`src/rtl/slt_exec_pkg.sv`:
```
// ---------------------------------------------------------------------------
// slt_exec_pkg
//
// Shared definitions for the set-less-than execution unit.
//   - slt_op_e  : request opcode encoding (SLT, SLTU, SLTI, SLTIU)
//   - DATA_W    : datapath width of the 16-bit CPU
//   - slt_eval  : evaluates one compare and returns the single result bit
//
// No ports; imported by slt_result_fifo and slt_exec_unit.
// ---------------------------------------------------------------------------
package slt_exec_pkg;

    localparam int DATA_W = 16;

    typedef enum logic [1:0] {
        OP_SLT   = 2'b00,
        OP_SLTU  = 2'b01,
        OP_SLTI  = 2'b10,
        OP_SLTIU = 2'b11
    } slt_op_e;

    // The caller hands in the immediate already widened to DATA_W, because the
    // kind of widening (sign or zero) depends on the opcode and on the
    // immediate width, which only the instantiating module knows. This
    // function picks the second operand and the signedness of the compare.
    function automatic logic slt_eval(
        input slt_op_e           op,
        input logic [DATA_W-1:0] a,
        input logic [DATA_W-1:0] b,
        input logic [DATA_W-1:0] imm
    );
        logic [DATA_W-1:0] opB;
        logic              isSigned;
        logic              lessThan;
        opB      = ((op == OP_SLTI) || (op == OP_SLTIU)) ? imm : b;
        isSigned = (op == OP_SLT) || (op == OP_SLTI);
        if (isSigned) begin
            lessThan = ($signed(a) < $signed(opB));
        end else begin
            lessThan = (a < opB);
        end
        return lessThan;
    endfunction

endpackage

```
`src/rtl/slt_result_fifo.sv`:
```
// ---------------------------------------------------------------------------
// slt_result_fifo
//
// Small synchronous FIFO that buffers finished compare results so the
// consumer can stall without losing anything.
//
// Parameters:
//   DEPTH  number of entries (power of 2, at least 2)
//   WIDTH  bits per entry
//
// Ports:
//   clk      in   rising-edge clock
//   rst_n    in   asynchronous active-low reset; empties the FIFO
//   push_i   in   write wdata_i this cycle
//   pop_i    in   discard the head entry this cycle
//   wdata_i  in   entry to write
//   rdata_o  out  head entry (meaningful while empty_o is low)
//   full_o   out  all DEPTH entries occupied
//   empty_o  out  no entries occupied
//
// A push while full is taken only if a pop happens on the same edge, which
// frees the slot being written behind the head.
// ---------------------------------------------------------------------------
module slt_result_fifo
    import slt_exec_pkg::*;
#(
    parameter int DEPTH = 2,
    parameter int WIDTH = 4
) (
    input  logic             clk,
    input  logic             rst_n,
    input  logic             push_i,
    input  logic             pop_i,
    input  logic [WIDTH-1:0] wdata_i,
    output logic [WIDTH-1:0] rdata_o,
    output logic             full_o,
    output logic             empty_o
);

    localparam int PTR_W = (DEPTH > 1) ? $clog2(DEPTH) : 1;
    localparam int CNT_W = PTR_W + 1;

    logic [WIDTH-1:0] mem_q [DEPTH];
    logic [PTR_W-1:0] wrPtr_q, wrPtr_d;
    logic [PTR_W-1:0] rdPtr_q, rdPtr_d;
    logic [CNT_W-1:0] count_q, count_d;
    logic             doPush;
    logic             doPop;

    // Status flags come straight from the occupancy counter so full and
    // empty never disagree with the pointers.
    always_comb begin
        full_o  = (count_q == CNT_W'(DEPTH));
        empty_o = (count_q == '0);
        rdata_o = mem_q[rdPtr_q];
    end

    // Qualify the requests: never pop an empty FIFO, and only write into a
    // full one when the head is leaving on the same edge.
    always_comb begin
        doPop  = pop_i && !empty_o;
        doPush = push_i && (!full_o || doPop);
    end

    // Next-state for pointers and occupancy. Pointers are exactly PTR_W bits
    // wide, so incrementing wraps modulo DEPTH for free. A simultaneous push
    // and pop leaves the occupancy unchanged while both pointers advance.
    always_comb begin
        wrPtr_d = wrPtr_q;
        rdPtr_d = rdPtr_q;
        count_d = count_q;
        if (doPush) begin
            wrPtr_d = wrPtr_q + PTR_W'(1);
        end
        if (doPop) begin
            rdPtr_d = rdPtr_q + PTR_W'(1);
        end
        case ({doPush, doPop})
            2'b10:   count_d = count_q + CNT_W'(1);
            2'b01:   count_d = count_q - CNT_W'(1);
            default: count_d = count_q;
        endcase
    end

    // Storage and pointer registers. The storage is cleared on reset so the
    // head reads as zero while the FIFO is empty after reset, which keeps
    // the response outputs at zero until the first result lands.
    always_ff @(posedge clk or negedge rst_n) begin
        if (!rst_n) begin
            for (int i = 0; i < DEPTH; i++) begin
                mem_q[i] <= '0;
            end
            wrPtr_q <= '0;
            rdPtr_q <= '0;
            count_q <= '0;
        end else begin
            if (doPush) begin
                mem_q[wrPtr_q] <= wdata_i;
            end
            wrPtr_q <= wrPtr_d;
            rdPtr_q <= rdPtr_d;
            count_q <= count_d;
        end
    end

endmodule

```
`src/rtl/slt_exec_unit.sv`:
```
// ---------------------------------------------------------------------------
// slt_exec_unit
//
// Handshaked set-less-than execution unit for the 16-bit datapath. Accepts
// SLT / SLTU / SLTI / SLTIU requests from issue, computes a 0/1 result and
// returns it with its tag through a DEPTH-entry buffer, so writeback can
// stall without dropping results. Results leave in acceptance order, and an
// accepted request is visible on the response side one clock later when the
// buffer was empty.
//
// Parameters:
//   DEPTH  output buffer entries (power of 2, at least 2)
//   TAG_W  width of the tag carried from request to response
//   IMM_W  immediate width for SLTI / SLTIU (less than 16)
//
// Ports:
//   clk          in   rising-edge clock
//   rst_n        in   asynchronous active-low reset; discards buffered results
//   req_valid    in   request present
//   req_ready    out  unit accepts a request this cycle
//   req_op       in   00 SLT, 01 SLTU, 10 SLTI, 11 SLTIU
//   req_a        in   rs operand
//   req_b        in   rt operand (register ops only)
//   req_imm      in   immediate (immediate ops only)
//   req_tag      in   destination / ordering tag
//   rsp_valid    out  result available
//   rsp_ready    in   consumer takes the result this cycle
//   rsp_data     out  16'd1 or 16'd0
//   rsp_tag      out  tag of the request that produced rsp_data
//
// Build option SLT_EXEC_STATS_EN adds:
//   stat_issued  out  saturating count of accepted requests
//   stat_true    out  saturating count of accepted requests with result 1
// ---------------------------------------------------------------------------
module slt_exec_unit
    import slt_exec_pkg::*;
#(
    parameter int DEPTH = 2,
    parameter int TAG_W = 3,
    parameter int IMM_W = 6
) (
    input  logic              clk,
    input  logic              rst_n,
    input  logic              req_valid,
    output logic              req_ready,
    input  logic [1:0]        req_op,
    input  logic [DATA_W-1:0] req_a,
    input  logic [DATA_W-1:0] req_b,
    input  logic [IMM_W-1:0]  req_imm,
    input  logic [TAG_W-1:0]  req_tag,
    output logic              rsp_valid,
    input  logic              rsp_ready,
    output logic [DATA_W-1:0] rsp_data,
    output logic [TAG_W-1:0]  rsp_tag
`ifdef SLT_EXEC_STATS_EN
    ,
    output logic [15:0]       stat_issued,
    output logic [15:0]       stat_true
`endif
);

    localparam int ENTRY_W = TAG_W + 1;

    slt_op_e           opSel;
    logic [DATA_W-1:0] immExt;
    logic              resultBit;
    logic              pushReq;
    logic              popRsp;
    logic              fifoFull;
    logic              fifoEmpty;
    logic [ENTRY_W-1:0] headEntry;
    logic              readyEn_q;

    // Widen the immediate according to the opcode: SLTI treats it as a
    // signed value, everything else as unsigned. For register ops the
    // widened immediate is ignored by slt_eval.
    always_comb begin
        opSel = slt_op_e'(req_op);
        if (opSel == OP_SLTI) begin
            immExt = {{(DATA_W-IMM_W){req_imm[IMM_W-1]}}, req_imm};
        end else begin
            immExt = {{(DATA_W-IMM_W){1'b0}}, req_imm};
        end
        resultBit = slt_eval(opSel, req_a, req_b, immExt);
    end

    // Hold off accepting requests until the first clock after reset is
    // released, so nothing is taken while the buffer is still coming out of
    // reset.
    always_ff @(posedge clk or negedge rst_n) begin
        if (!rst_n) begin
            readyEn_q <= 1'b0;
        end else begin
            readyEn_q <= 1'b1;
        end
    end

    // Handshake glue. A full buffer can still accept when the consumer is
    // taking the head on the same edge, so a stalled pipeline restarts
    // without a bubble.
    always_comb begin
        rsp_valid = !fifoEmpty;
        popRsp    = rsp_valid && rsp_ready;
        req_ready = readyEn_q && (!fifoFull || popRsp);
        pushReq   = req_valid && req_ready;
        rsp_data  = {{(DATA_W-1){1'b0}}, headEntry[0]};
        rsp_tag   = headEntry[ENTRY_W-1:1];
    end

    slt_result_fifo #(
        .DEPTH (DEPTH),
        .WIDTH (ENTRY_W)
    ) u_fifo (
        .clk     (clk),
        .rst_n   (rst_n),
        .push_i  (pushReq),
        .pop_i   (popRsp),
        .wdata_i ({req_tag, resultBit}),
        .rdata_o (headEntry),
        .full_o  (fifoFull),
        .empty_o (fifoEmpty)
    );

`ifdef SLT_EXEC_STATS_EN
    logic [15:0] statIssued_q, statIssued_d;
    logic [15:0] statTrue_q, statTrue_d;

    // Counters stick at all-ones instead of wrapping, so a long run never
    // reports a misleadingly small number.
    always_comb begin
        statIssued_d = statIssued_q;
        statTrue_d   = statTrue_q;
        if (pushReq) begin
            if (statIssued_q != 16'hFFFF) begin
                statIssued_d = statIssued_q + 16'd1;
            end
            if (resultBit && (statTrue_q != 16'hFFFF)) begin
                statTrue_d = statTrue_q + 16'd1;
            end
        end
    end

    // Statistic registers, cleared with the rest of the unit.
    always_ff @(posedge clk or negedge rst_n) begin
        if (!rst_n) begin
            statIssued_q <= '0;
            statTrue_q   <= '0;
        end else begin
            statIssued_q <= statIssued_d;
            statTrue_q   <= statTrue_d;
        end
    end

    assign stat_issued = statIssued_q;
    assign stat_true   = statTrue_q;
`endif

endmodule

```
`config.mk`:
```
export PLATFORM = sky130hd
export DESIGN_NAME = slt_exec_unit
export DESIGN_NICKNAME = d
export VERILOG_FILES = /design/src/rtl/slt_exec_pkg.sv /design/src/rtl/slt_result_fifo.sv /design/src/rtl/slt_exec_unit.sv
export SDC_FILE = /design/constraint.sdc
export NUM_CORES = 1
export LEC_CHECK = 0
export ABC_AREA = 1
export CAP_MARGIN = 20
export CORE_MARGIN = 2
export CORE_UTILIZATION = 35
export CTS_CLUSTER_SIZE = 25
export DETAILED_ROUTE_END_ITERATION = 12
export HOLD_SLACK_MARGIN = 0.05
export PLACE_DENSITY_LB_ADDON = 0.05
export SKIP_CTS_REPAIR_TIMING = 1
export SLEW_MARGIN = 20
export SYNTH_ARGS = -nofsm -noshare
export SYNTH_HDL_FRONTEND = slang
export SYNTH_SLANG_ARGS = --single-unit
```
`constraint.sdc`:
```
create_clock -name clk -period 1.7 [get_ports clk]
set_input_delay 0.34 -clock clk [delete_from_list [all_inputs] [get_ports clk]]
set_output_delay 0.34 -clock clk [all_outputs]
set_load 0.1 [all_outputs]
```
==> flow_summary.json, run 1 <==
{
  "totalNegativeSetupSlack_ns": 0,
  "drt_pre_antenna_iters": 4,
  "grt_use_total_pct": 14.6,
  "clkSlewWorstSetupHoldPaths_ns": 0.08,
  "setup_violations_final": 0,
  "drtAntennaViolNets": 0,
  "finalWirelength_um": 3050,
  "regToRegStartpoint": "u_fifo.count_q[0]",
  "numPortBuffers": 52,
  "initial_util_pct": 36.3,
  "area.growth.synth_to_final_pct": 75.0,
  "reg2reg_slack_ns": 0.12,
  "final_layout_size_suffix_gt1_share_pct": 27.5,
  "grt_pass1_vias": 1199,
  "cts.path.max_buffers": 2,
  "mappedNetlistArea_um2": 1210,
  "clock_insertion_delay_worst_skew_ns": 0.28,
  "power.static_leakage_nw": 1.13,
  "actual_transition_at_the_worst_max_transition_pin_ns": 0.591,
  "finalWeightedCongestion": 0.758,
  "finish.net_count": 293,
  "min_path_type": "input port to async pin",
  "post-route-min-period_ns": 1.65,
  "tritoncts.num_buffers": 3,
  "antennaDiodeCount": 0,
  "maxCapViolCount": 0,
  "grt_max_degree": 14,
  "grt_antenna_before_repair": 0,
  "num_io_pins": 68,
  "worst_slew_margin_rel_pct": 60.5,
  "timing_max_transition_violations_final": 0,
  "fin_area_um2": 2120,
  "die_h_um": 62.8,
  "number_of_design_rule_violations_left_by_the_first_detailed_router_iteration": 28,
  "yosysWarnings": 0,
  "worst_path_fanout_max": 2,
  "placedInstanceArea_um2": 1880,
  "vias": 1247,
  "postSynthRegisterBits": 13,
  "setup.worst_path.end_class": "flop",
  "cts_root_buffer": "sky130_fd_sc_hd__clkbuf_4",
  "yosysSeqAreaShare_pct": 26.9,
  "result_of_the_run": "complete, no violations",
  "detail_route.wl_per_cell_um": 11.1,
  "grt_pass1_wl_um": 4650,
  "critical_path_data_required_time_ns": 1.87,
  "floorplan.rows": 21,
  "via_per_inst": 4.53,
  "synth.lib_cells_used.distinct": 24,
  "grt.overflow.total": 0,
  "r2r-end": "u_fifo.count_q[1]",
  "die_area_um2": 3940,
  "ir_drop_v": 0.000637,
  "layout_worst_path_cycle_share_pct": 97.0,
  "worst-setup-path-type": "input port to flop",
  "floorplan.core_area_um2": 3340,
  "syn_avg_cell_area_um2": 7.42,
  "worst_r2r_path_depth": 7,
  "fmax_ghz": 0.606,
  "drt_drc_violations_left": 0,
  "power-per-cell-area_nw_per_um2": 1290,
  "unrepaired_setup_endpoints_after_global_routing": "yes",
  "htree_levels": 1,
  "die_width_um": 62.8,
  "dp_hpwl_um": 2360,
  "hold_viol_final": 0,
  "kind_of_start_point_of_the_critical_path": "input port",
  "tritoncts_clock_tree": "yes",
  "syn_inst": 163,
  "clock_sink_count": 13,
  "critPathArrivalTime_ns": 1.82,
  "timing.clock.skew_ns": 0.00276
}
==> logic make-up after synthesis <==
logic type      count (synthesis)  synth area share (%)
other cells                     2                 0.621
simple gates                   57                  19.8
flops                          13                  26.9
fa+ha+maj                      16                  16.5
compound gates                 31                  14.0
mux                             4                  3.31
xor+xnor                        3                  2.17
buf+inv                        37                  16.8
==> how the worst max path moves through the flow <==
| stage | startpoint | end | slack [ns] | cells after the start |
|---|---|---|---|---|
| 2_1_floorplan | u_fifo.rdPtr_q | rsp_tag[0] | -0.45 | 1 |
| 3_3_place_gp | req_imm[5] | u_fifo.mem_q[4] | -0.68 | 15 |
| 3_5_place_dp | req_imm[5] | u_fifo.mem_q[0] | -0.76 | 15 |
| 4_1_cts | req_imm[5] | u_fifo.mem_q[0] | -0.46 | 15 |
| 5_1_grt | req_imm[5] | u_fifo.mem_q[4] | -0.11 | 15 |
| 6_report | req_b[2] | u_fifo.mem_q[0] | 0.05 | 15 |
==> per-stage QoR <==
step / total power, mW / worst slack, ns / hold WS (ns) / instances / utilization [%]
after floorplan: 1.82 / -0.454 / 0.0444 / 177 / -
after global placement: 2.41 / -0.676 / 0.461 / 267 / 56.5
after detailed placement: 2.45 / -0.764 / 0.472 / 267 / 56.5
after CTS: 2.66 / -0.458 / 0.446 / 271 / 57.3
after global routing: 2.90 / -0.109 / 0.478 / 275 / 63.4
final: 2.73 / 0.0507 / 0.433 / 275 / 63.4
==> power breakdown <==
part | internal (mW) | switching (mW) | total [mW]
Clock | 0.0909 | 0.104 | 0.195
Sequential | 0.458 | 0.112 | 0.569
Combinational | 0.739 | 1.23 | 1.97
Total | 1.29 | 1.45 | 2.73
==> worst max-delay path, stage by stage <==
cell,delay (ns)
sky130_fd_sc_hd__clkdlybuf4s50_1,0.46
sky130_fd_sc_hd__mux2i_1,0.07
sky130_fd_sc_hd__ha_1,0.27
sky130_fd_sc_hd__nand2_1,0.08
sky130_fd_sc_hd__inv_2,0.03
sky130_fd_sc_hd__nand2_1,0.04
sky130_fd_sc_hd__nand2_1,0.04
sky130_fd_sc_hd__nand2_1,0.05
sky130_fd_sc_hd__nand2_1,0.06
sky130_fd_sc_hd__nand2_1,0.09
sky130_fd_sc_hd__nand2_1,0.06
sky130_fd_sc_hd__nand2_1,0.06
sky130_fd_sc_hd__nand2_1,0.06
sky130_fd_sc_hd__nand2_1,0.06
sky130_fd_sc_hd__nand2_1,0.05
==> cell usage in the layout, fill, tap and decap left out, drive strengths merged, types with 4 or more instances in the layout <==
cell type      count
a21oi              8
buf               21
clkbuf             4
clkdlybuf4s50     28
conb              16
dfrtp             13
dlymetal6s2s      15
ha                16
inv               17
mux2i              4
nand2             48
nand3              4
nor2               4
o21ai             22
==> cell type report <==
class                           count  area [um^2]
Fill cell                         307         1220
Timing Repair Buffer               64          723
Sequential cell                    13          327
Clock buffer                        4         26.3
Tap cell                           46         57.6
Inverter                           20         96.3
Multi-Input combinational cell    128          887
==> state kept, by name, summed over array words and instances (netlist names) <==
signal and flops:
readyEn_q 1, u_fifo.wrPtr_q 1, u_fifo.rdPtr_q 1, u_fifo.count_q 2
u_fifo.mem_q 8
==> cell usage after synthesis <==
master | instances | area share [%]
sky130_fd_sc_hd__xnor2_1 | 1 | 0.72
sky130_fd_sc_hd__clkbuf_1 | 1 | 0.31
sky130_fd_sc_hd__o21ai_0 | 7 | 2.9
sky130_fd_sc_hd__nand3_1 | 4 | 1.7
sky130_fd_sc_hd__o31ai_1 | 1 | 0.62
sky130_fd_sc_hd__dfrtp_1 | 13 | 27
sky130_fd_sc_hd__xor2_1 | 2 | 1.4
sky130_fd_sc_hd__nand2_1 | 47 | 15
sky130_fd_sc_hd__buf_4 | 15 | 9.3
sky130_fd_sc_hd__conb_1 | 2 | 0.62
sky130_fd_sc_hd__nor2_1 | 3 | 0.93
sky130_fd_sc_hd__clkinv_1 | 2 | 0.62
sky130_fd_sc_hd__mux2i_1 | 4 | 3.3
sky130_fd_sc_hd__o21ai_1 | 14 | 5.8
sky130_fd_sc_hd__a211oi_2 | 1 | 1.0
sky130_fd_sc_hd__buf_6 | 1 | 0.93
sky130_fd_sc_hd__a21oi_1 | 7 | 2.9
sky130_fd_sc_hd__nor2_8 | 1 | 1.7
sky130_fd_sc_hd__inv_1 | 12 | 3.7
sky130_fd_sc_hd__inv_2 | 6 | 1.9
sky130_fd_sc_hd__nor3_1 | 1 | 0.41
sky130_fd_sc_hd__nand2_2 | 1 | 0.52
sky130_fd_sc_hd__ha_1 | 16 | 17
sky130_fd_sc_hd__a21oi_2 | 1 | 0.72
==> metal layers <==
layer,up-vias,part of all wire [%],GRT usage [%]
li1,631,-,-
met1,562,37,14.2
met2,48,55,28.5
met3,6,6.1,4.68
met4,0,1.9,5.28
met5,-,0,0
Note: power is estimated with default switching activity, not from simulation.
==> run 2: changes to the inputs <==
- TNS_END_PERCENT: default -> 20
==> run 2 against run 1 <==
Compared with the run above:
- the flow now finishes with violations (setup timing)
- sequential power about the same
- clock-buffer cell count did not move
- setup slack got worse by 0.057 ns
- combinational power down 7%
- largest cell class unchanged
- utilization shrank 4.2 points
- global-route usage fell by 0.060 points
- design area is 6.6% lower
- highest routed layer is now met3
- flip-flop and latch count did not move
- critical path depth shrank 10
==> flow_summary.json, run 2 (same netlist as run 1, synthesis figures left out) <==
{
  "reg2reg_slack_ns": 0.12,
  "min_path_type": "input port to async pin",
  "drt_pre_antenna_iters": 4,
  "grt_pass1_wl_um": 4760,
  "cts_root_buffer": "sky130_fd_sc_hd__clkbuf_4",
  "cpMaxStageDelayCell": "sky130_fd_sc_hd__clkdlybuf4s50_1",
  "fillerInstances": 317,
  "critical_path.cell_chain": "clkdlybuf4s50_1 > o31ai_2 > inv_2 > buf_4 > buf_12",
  "worst_path_fanout_max": 2,
  "grt.overflow.total": 0,
  "fin_area_um2": 1980,
  "detail_route.wl_per_cell_um": 10.1,
  "largest_register_ff_count": 8,
  "floorplan.rows": 21,
  "timing.clock.skew_ns": 0.00171,
  "reg_top3": "u_fifo.mem_q (8), u_fifo.count_q (2)",
  "hold_viol_final": 0,
  "power.net_switching_mw": 1.38,
  "grt_pass1_vias": 1167,
  "clock_sink_count": 13,
  "setup.worst_path.end_class": "output pin",
  "actual_transition_at_the_worst_max_transition_pin_ns": 0.593,
  "finalWirelength_um": 2770,
  "maxCapViolCount": 0,
  "vias": 1233,
  "drtAntennaViolNets": 0,
  "htree_levels": 1,
  "area.growth.synth_to_final_pct": 63.5,
  "clkSlewWorstSetupHoldPaths_ns": 0.08,
  "worst_slew_margin_rel_pct": 60.4,
  "registers.top_by_ff_count": "u_fifo.mem_q",
  "die_h_um": 62.8,
  "grt_max_degree": 19,
  "critical_path_data_required_time_ns": 1.36,
  "worst-setup-path-type": "input port to output pin",
  "kind_of_start_point_of_the_critical_path": "input port",
  "unrepaired_setup_endpoints_after_global_routing": "yes",
  "mostFrequentLayoutCells": "46 x sky130_fd_sc_hd__nand2_1, 39 x sky130_fd_sc_hd__clkdlybuf4s50_1, 18 x sky130_fd_sc_hd__o21ai_1, 16 x sky130_fd_sc_hd__ha_1, 16 x sky130_fd_sc_hd__conb_1",
  "placed_cells": 268,
  "ir_drop_v": 0.000583,
  "result_of_the_run": "finished, violations left",
  "final_layout_size_suffix_gt1_share_pct": 19.2,
  "die_area_um2": 3940,
  "failed_checks": "setup timing",
  "final_util_pct": 59.3,
  "critPathArrivalTime_ns": 1.37,
  "power.share.clock_pct": 7.3,
  "initial_util_pct": 36.3,
  "post_layout_nonfiller_instances": 275,
  "number_of_design_rule_violations_left_by_the_first_detailed_router_iteration": 46,
  "critPathMaxStageDelay_ns": 0.44,
  "worst_r2r_path_depth": 7,
  "setup_violations_final": 1,
  "floorplan.core_area_um2": 3340,
  "antennaDiodeCount": 0,
  "r2r-end": "u_fifo.count_q[1]",
  "timing_max_transition_violations_final": 0,
  "layout_setup_ws_ns": -0.00668,
  "crit_start": "rsp_ready",
  "dp_hpwl_um": 2230,
  "grt_antenna_before_repair": 0,
  "finish.net_count": 293,
  "power.static_leakage_nw": 1.02,
  "cts.path.max_buffers": 2,
  "final_common_cell": "sky130_fd_sc_hd__nand2_1",
  "tritoncts_clock_tree": "yes",
  "fmax_ghz": 0.586,
  "layout_worst_path_cycle_share_pct": 100,
  "via_per_inst": 4.48,
  "clock_insertion_delay_worst_skew_ns": 0.27,
  "power.share.sequential_pct": 21.8,
  "placedInstanceArea_um2": 1860,
  "fraction_of_power_consumed_by_combinational_cells_pct": 70.8,
  "tritoncts.num_buffers": 3,
  "drt_drc_violations_left": 0,
  "die_width_um": 62.8,
  "grt_use_total_pct": 14.6,
  "num_io_pins": 68,
  "finalWeightedCongestion": 0.743,
  "intPower_mw": 1.22,
  "power-per-cell-area_nw_per_um2": 1320,
  "regToRegStartpoint": "u_fifo.count_q[0]",
  "post-route-min-period_ns": 1.71,
  "switching_share_pct": 53.2,
  "numPortBuffers": 52
}
-- run 2: cell count changes in the layout (fill, tap and decap cells not counted), sizes merged --
cell,change
dlymetal6s2s,-11
clkdlybuf4s50,+11
bufinv,-1
clkbuf,+2
inv,+1
o21ai,-1
buf,-1
-- run 2: worst max-delay path, delay by kind of cell --
| kind | cells | cell delay, ns |
|---|---|---|
| buffers and inverters | 4 | 0.81 |
| AO/OA/AOI/OAI | 1 | 0.21 |
-- run 2: power by group through the flow --
| stage | Clock (mW) | Combinational [mW] | Sequential, mW |
|---|---|---|---|
| 2_1_floorplan | 0 | 1.21 | 0.547 |
| 3_3_place_gp | 0 | 1.80 | 0.567 |
| 3_5_place_dp | 0 | 1.82 | 0.576 |
| 4_1_cts | 0.201 | 1.83 | 0.569 |
| 5_1_grt | 0.216 | 1.96 | 0.592 |
| 6_report | 0.191 | 1.84 | 0.569 |
-- run 2: layout make-up --
| type | instances | area, um^2 | share of cell area, % |
|---|---|---|---|
| Multi-Input combinational cell | 127 | 774 | 39.2 |
| Timing Repair Buffer | 65 | 717 | 36.2 |
| Sequential cell | 13 | 325 | 16.4 |
| Inverter | 20 | 77.6 | 3.92 |
| Tap cell | 46 | 57.6 | 2.91 |
| Clock buffer | 4 | 26.3 | 1.33 |
-- run 2: stage by stage --
stage / setup slack (ns) / hold slack, ns / total power, mW / TNS (ns)
after floorplan: -0.454 / 0.0444 / 1.76 / -2.40
after global placement: -0.625 / 0.464 / 2.37 / -1.61
after detailed placement: -0.628 / 0.468 / 2.40 / -1.66
after CTS: -0.340 / 0.460 / 2.60 / -0.742
after global routing: -0.120 / 0.473 / 2.77 / -0.353
final: -0.00668 / 0.438 / 2.60 / -0.00668
-- run 2: how the worst max path moves through the flow --
| stage | endpoint | slack, ns | depth (start not counted) |
|---|---|---|---|
| 5_1_grt | u_fifo.mem_q[4] | -0.12 | 16 |
| 6_report | req_ready | -0.007 | 5 |
| 3_5_place_dp | u_fifo.mem_q[4] | -0.63 | 15 |
| 3_3_place_gp | u_fifo.mem_q[4] | -0.63 | 15 |
| 2_1_floorplan | rsp_tag[0] | -0.45 | 1 |
| 4_1_cts | u_fifo.mem_q[0] | -0.34 | 15 |
-- run 2: routing by layer --
metal	GRT usage (%)	vias up	share of wire (%)
li1	-	630	-
met1	16.5	558	40
met2	26.9	45	53
met3	4.32	0	6.4
met4	3.06	0	0
met5	0	-	0
